[src/rtl/sync_deserializer.sv]
// Serial-to-parallel frame receiver: hunts for a PRE_W-bit preamble, then collects DATA_W payload bits MSB first.
// Optional trailing even-parity bit is enabled by defining DESER_PARITY_EN.
module sync_deserializer #(
  parameter int                DATA_W   = 32,
  parameter int                PRE_W    = 2,
  parameter logic [PRE_W-1:0]  PREAMBLE = 2'b11
) (
  input  logic              clk,
  input  logic              rst_n,
  input  logic              bit_en,
  input  logic              data_in,
  input  logic              sync_clr,
  output logic [DATA_W-1:0] data_out,
  output logic              data_valid,
  output logic              busy,
  output logic              frame_err,
  output logic [15:0]       frame_cnt
);

  localparam int CNT_MAX = (DATA_W > PRE_W) ? DATA_W : PRE_W;
  localparam int CNT_W   = $clog2(CNT_MAX + 1);
  localparam logic [CNT_W-1:0] PRE_FULL  = CNT_W'(PRE_W);
  localparam logic [CNT_W-1:0] PRE_LAST  = CNT_W'(PRE_W - 1);
  localparam logic [CNT_W-1:0] DATA_LAST = CNT_W'(DATA_W - 1);

`ifdef DESER_PARITY_EN
  typedef enum logic [1:0] {HUNT = 2'd0, DATA = 2'd1, PAR = 2'd2} state_e;
`else
  typedef enum logic [1:0] {HUNT = 2'd0, DATA = 2'd1} state_e;
`endif

  state_e             state_q, state_d;
  logic [PRE_W-1:0]   pre_q, pre_d;
  logic [CNT_W-1:0]   cnt_q, cnt_d;
  logic [DATA_W-1:0]  shift_q, shift_d;
  logic [DATA_W-1:0]  data_out_q, data_out_d;
  logic               data_valid_q, data_valid_d;
  logic [15:0]        frame_cnt_q, frame_cnt_d;
`ifdef DESER_PARITY_EN
  logic               frame_err_q, frame_err_d;
`endif

  logic [PRE_W-1:0]   pre_next;
  logic [DATA_W-1:0]  word_next;
  logic               commit;
  logic [DATA_W-1:0]  commit_word;

  // NOTE: every variable written here gets a default first, so no path can leave one unassigned and infer a latch.
  always_comb begin
    state_d      = state_q;
    pre_d        = pre_q;
    cnt_d        = cnt_q;
    shift_d      = shift_q;
    data_out_d   = data_out_q;
    data_valid_d = 1'b0;
    frame_cnt_d  = frame_cnt_q;
`ifdef DESER_PARITY_EN
    frame_err_d  = 1'b0;
`endif
    pre_next    = PRE_W'({pre_q, data_in});
    word_next   = DATA_W'({shift_q, data_in});
    commit      = 1'b0;
    commit_word = word_next;

    if (sync_clr) begin
      // Abort wins over anything the current bit would have completed.
      state_d = HUNT;
      pre_d   = '0;
      cnt_d   = '0;
      shift_d = '0;
    end else if (bit_en) begin
      case (state_q)
        HUNT: begin
          pre_d = pre_next;
          if (cnt_q < PRE_FULL) cnt_d = cnt_q + CNT_W'(1);
          if (cnt_q >= PRE_LAST && pre_next == PREAMBLE) begin
            state_d = DATA;
            cnt_d   = '0;
            pre_d   = '0;
          end
        end
        DATA: begin
          shift_d = word_next;
          cnt_d   = cnt_q + CNT_W'(1);
          if (cnt_q == DATA_LAST) begin
            cnt_d = '0;
`ifdef DESER_PARITY_EN
            state_d = PAR;
`else
            state_d = HUNT;
            pre_d   = '0;
            commit  = 1'b1;
`endif
          end
        end
`ifdef DESER_PARITY_EN
        PAR: begin
          state_d = HUNT;
          cnt_d   = '0;
          pre_d   = '0;
          if (^{shift_q, data_in}) begin
            frame_err_d = 1'b1;
          end else begin
            commit      = 1'b1;
            commit_word = shift_q;
          end
        end
`endif
        default: begin
          state_d = HUNT;
          cnt_d   = '0;
          pre_d   = '0;
        end
      endcase
    end

    if (commit) begin
      data_out_d   = commit_word;
      data_valid_d = 1'b1;
      if (frame_cnt_q != 16'hFFFF) frame_cnt_d = frame_cnt_q + 16'd1;
    end
  end

  // NOTE: sequential state uses non-blocking assignments only; every flop, the payload shift register included, takes the async reset.
  always_ff @(posedge clk or negedge rst_n) begin
    if (!rst_n) begin
      state_q      <= HUNT;
      pre_q        <= '0;
      cnt_q        <= '0;
      shift_q      <= '0;
      data_out_q   <= '0;
      data_valid_q <= 1'b0;
      frame_cnt_q  <= '0;
`ifdef DESER_PARITY_EN
      frame_err_q  <= 1'b0;
`endif
    end else begin
      state_q      <= state_d;
      pre_q        <= pre_d;
      cnt_q        <= cnt_d;
      shift_q      <= shift_d;
      data_out_q   <= data_out_d;
      data_valid_q <= data_valid_d;
      frame_cnt_q  <= frame_cnt_d;
`ifdef DESER_PARITY_EN
      frame_err_q  <= frame_err_d;
`endif
    end
  end

  assign data_out   = data_out_q;
  assign data_valid = data_valid_q;
  assign frame_cnt  = frame_cnt_q;
  assign busy       = (state_q != HUNT);
`ifdef DESER_PARITY_EN
  assign frame_err  = frame_err_q;
`else
  assign frame_err  = 1'b0;
`endif

endmodule

[config.mk]
export PLATFORM = sky130hd
export DESIGN_NAME = sync_deserializer
export DESIGN_NICKNAME = d
export VERILOG_FILES = /design/src/rtl/sync_deserializer.sv
export SDC_FILE = /design/constraint.sdc
export NUM_CORES = 1
export LEC_CHECK = 0
export ABC_AREA = 1
export CORE_MARGIN = 2
export CORE_UTILIZATION = 30
export CTS_BUF_LIST = sky130_fd_sc_hd__clkbuf_4 sky130_fd_sc_hd__clkbuf_8 sky130_fd_sc_hd__clkbuf_16
export DETAILED_ROUTE_END_ITERATION = 10
export PLACE_DENSITY_LB_ADDON = 0.05
export SYNTH_ARGS = -nofsm -noshare
export SYNTH_HDL_FRONTEND = slang
export SYNTH_SLANG_ARGS = --single-unit
[constraint.sdc]
create_clock -name clk -period 4.6 [get_ports clk]
set_input_delay 0.69 -clock clk [delete_from_list [all_inputs] [get_ports clk]]
set_output_delay 0.69 -clock clk [all_outputs]
set_load 0.005 [all_outputs]
==> impl_metrics.py <==
metrics = {
    "setup_path": {
        "worst_ep_arrival_time_ns": 2.99,
        "r2r_end": "data_out[31]$_DFFE_PN0P_",
        "slowest_delay_ns": 0.74,
        "critical_path_required_ns": 4.86,
        "start_kind": "input port",
        "cp_top_family": "buffers and inverters",
        "endpoint_kind": "register",
        "critical_path_buf_inv_count": 2,
        "r2r-start": "state_q[0]$_DFFE_PN0P_",
        "crit_slowest_cell": "inv_2",
        "r2r_slack_ns": 2.28,
        "path_cells": "clkdlybuf4s50_1 -> nor2_1 -> nand2_2 -> nor2_8 -> inv_2 -> nand2_1 -> o21ai_1",
        "r2r_cells": 7,
        "critical_path_class": "in -> reg",
        "cp_max_fo": 64,
    },
    "route": {
        "drt_iter0_drc": 109,
        "via_per_inst": 4.36,
        "drc": 0,
        "routed_wl_mm": 8.13,
        "drtPass1Iterations": 4,
        "antenna_left": 0,
        "avgRoutedWirePerCell_um": 12.6,
        "vias": 2810,
    },
    "die": {
        "ios": 56,
        "die_x_um": 117,
        "dieHeight_um": 117,
        "std_cell_rows": 41,
        "start_util_pct": 30.5,
        "core-area_mm2": 0.0125,
        "die-area_mm2": 0.0137,
    },
    "clocking": {
        "cts_hold_buf": 0,
        "clk_latency_ns": 0.34,
        "cts_tree": "yes",
        "clk_path_buf_depth": 2,
        "cts_sinks": 88,
        "cts_resized": 0,
        "cts_max_level": 3,
        "cts_root_buf": "clkbuf_16",
        "cts_buffers": 9,
        "cts_setup_buffers": 0,
        "clkTransAtPathRegs_ns": 0.06,
    },
    "run_status": {
        "status": "complete, no violations",
    },
    "timing": {
        "period_share_pct": 59.3,
        "setup_tns_ns": 0,
        "maxSlewViolCount": 0,
        "final_hold_viol_count": 0,
        "setup_viol": 0,
        "period_minus_slack_ns": 2.73,
        "max_freq_mhz": 367,
        "relSlewSlack_pct": 34.3,
        "worst_slew_pin_slew_ns": 0.985,
        "rsz0062_at_grt": "false",
        "worst_slack_ns": 1.87,
        "finalClockSkew_ns": 0.00614,
    },
    "place": {
        "post-place-ws_ns": 1.52,
        "finalWeightedCongestion": 0.789,
        "place.port_buffers": 54,
        "dp_hpwl_mm": 5.23,
        "dpl_cell_area_mm2": 0.00449,
    },
    "synthesis": {
        "synth_seq_cells": 88,
        "syn-num-nets": 424,
        "yosys_warnings": 0,
        "synth_area_mm2": 0.00382,
        "synth.yosys.seq_area_share_pct": 57.6,
        "synth_cell_types": 32,
        "syn_inst": 415,
        "synth_area_per_cell_um2": 9.21,
    },
    "pwr": {
        "power_density_mw_per_mm2": 369,
        "p_total_w": 0.00176,
        "peakVddDrop_mv": 0.190,
        "p_leak_nw": 2.18,
    },
    "global_routing": {
        "antenna_found_initial": 0,
        "grt_max_degree": 65,
        "grt_overflow": 0,
        "grt_usage_pct": 13.0,
        "grt_pass1_vias": 2624,
        "grt_pass1_wl_mm": 13.4,
    },
    "run": {
        "max-cap-violations": 0,
    },
    "final_layout": {
        "insertedDiodeCount": 0,
        "drive_gt1_share_pct": 6.78,
        "final_cell_area_mm2": 0.00478,
        "final_net_count": 476,
        "area_growth_pct": 25.1,
    },
    "hold_path": {
        "worstHoldPathType": "in -> async",
    },
}
-- flip-flops by register name, indices dropped and copies added (netlist names) --
register    count
frame_cnt      16
shift_q        31
data_out       32
data_valid      1
state_q         1
cnt_q           6
pre_q           1
-- worst max-delay path by stage --
stage / start / endpoint / slack, ns / cells after the start
4_1_cts: sync_clr / data_out[31]$_DFFE_PN0P_ / 1.88 / 7
3_5_place_dp: sync_clr / data_out[31]$_DFFE_PN0P_ / 1.52 / 7
2_1_floorplan: sync_clr / data_out[10]$_DFFE_PN0P_ / 2.99 / 7
3_3_place_gp: sync_clr / data_out[31]$_DFFE_PN0P_ / 1.57 / 7
6_report: sync_clr / data_out[31]$_DFFE_PN0P_ / 1.87 / 7
5_1_grt: sync_clr / data_out[5]$_DFFE_PN0P_ / 1.63 / 7
-- final cells by class --
class,instances,area (µm²)
clock buffer,13,268
clock inverter,3,25.0
fill,1304,7730
inverter,56,210
multi-input combinational,256,1310
sequential,88,2200
tap,172,215
timing repair buffer,56,553
-- cells in the final DEF (no fill, tap or decap), types with 4 or more instances in the layout --
master / instances
dfrtp_1: 88
o21ai_0: 8
o22ai_1: 31
nor2_1: 19
clkdlybuf4s50_1: 53
o21ai_1: 32
nand2_1: 112
xor2_1: 6
ha_1: 4
xnor2_1: 6
nand3_1: 16
inv_1: 53
clkbuf_16: 9
-- metal layers --
layer  GRT usage (%)  share of wire (%)  vias up
li1                -                  -     1442
met1            18.7                 53     1310
met2            18.0                 42       48
met3            3.71                4.3       10
met4            5.88                1.6        0
met5               0                  0        -
-- cell families (layout without fill, tap and decap cells) --
family / Yosys count / after routing / share of synthesized area, %
flip-flops: 88 / 88 / 57.6
adder cells (fa/ha/maj): 4 / 4 / 1.31
XOR/XNOR: 12 / 12 / 2.75
other: 1 / 1 / 0.0981
AO/OA/AOI/OAI: 73 / 73 / 10.7
AND/OR/NAND/NOR: 166 / 166 / 19.3
buffers and inverters: 71 / 128 / 8.22
-- through the flow --
| step | utilization [%] | hold WS [ns] | std cells |
|---|---|---|---|
| 6_report | 38.2 | 0.375 | 644 |
| 5_1_grt | 38.2 | 0.434 | 644 |
| 2_1_floorplan | - | 0.394 | 415 |
| 3_5_place_dp | 35.9 | 0.480 | 628 |
| 3_3_place_gp | 35.9 | 0.475 | 628 |
| 4_1_cts | 38.2 | 0.408 | 644 |
-- cell usage after synthesis (all sizes together) --
cell type | count | share of area, %
buf | 9 | 2.1
xor2 | 6 | 1.4
nand2 | 115 | 12
ha | 4 | 1.3
nand3 | 17 | 2.4
nand3b | 1 | 0.20
nand4 | 4 | 1.0
o22ai | 31 | 5.1
xnor2 | 6 | 1.4
conb | 1 | 0.098
inv | 56 | 5.5
nor3 | 4 | 0.82
a31oi | 1 | 0.16
nor3b | 1 | 0.20
nor2 | 23 | 2.9
o21ai | 40 | 5.2
and2 | 1 | 0.16
clkbuf | 6 | 0.59
dfrtp | 88 | 58
o21bai | 1 | 0.20
-- power by group --
part / switching [W] / internal (W) / leakage [nW]
Combinational: 0.000131 / 0.0000817 / 0.854
Sequential: 0.0000262 / 0.000806 / 1.19
Clock: 0.000308 / 0.000411 / 0.143
(Power assumes the default switching activity.)
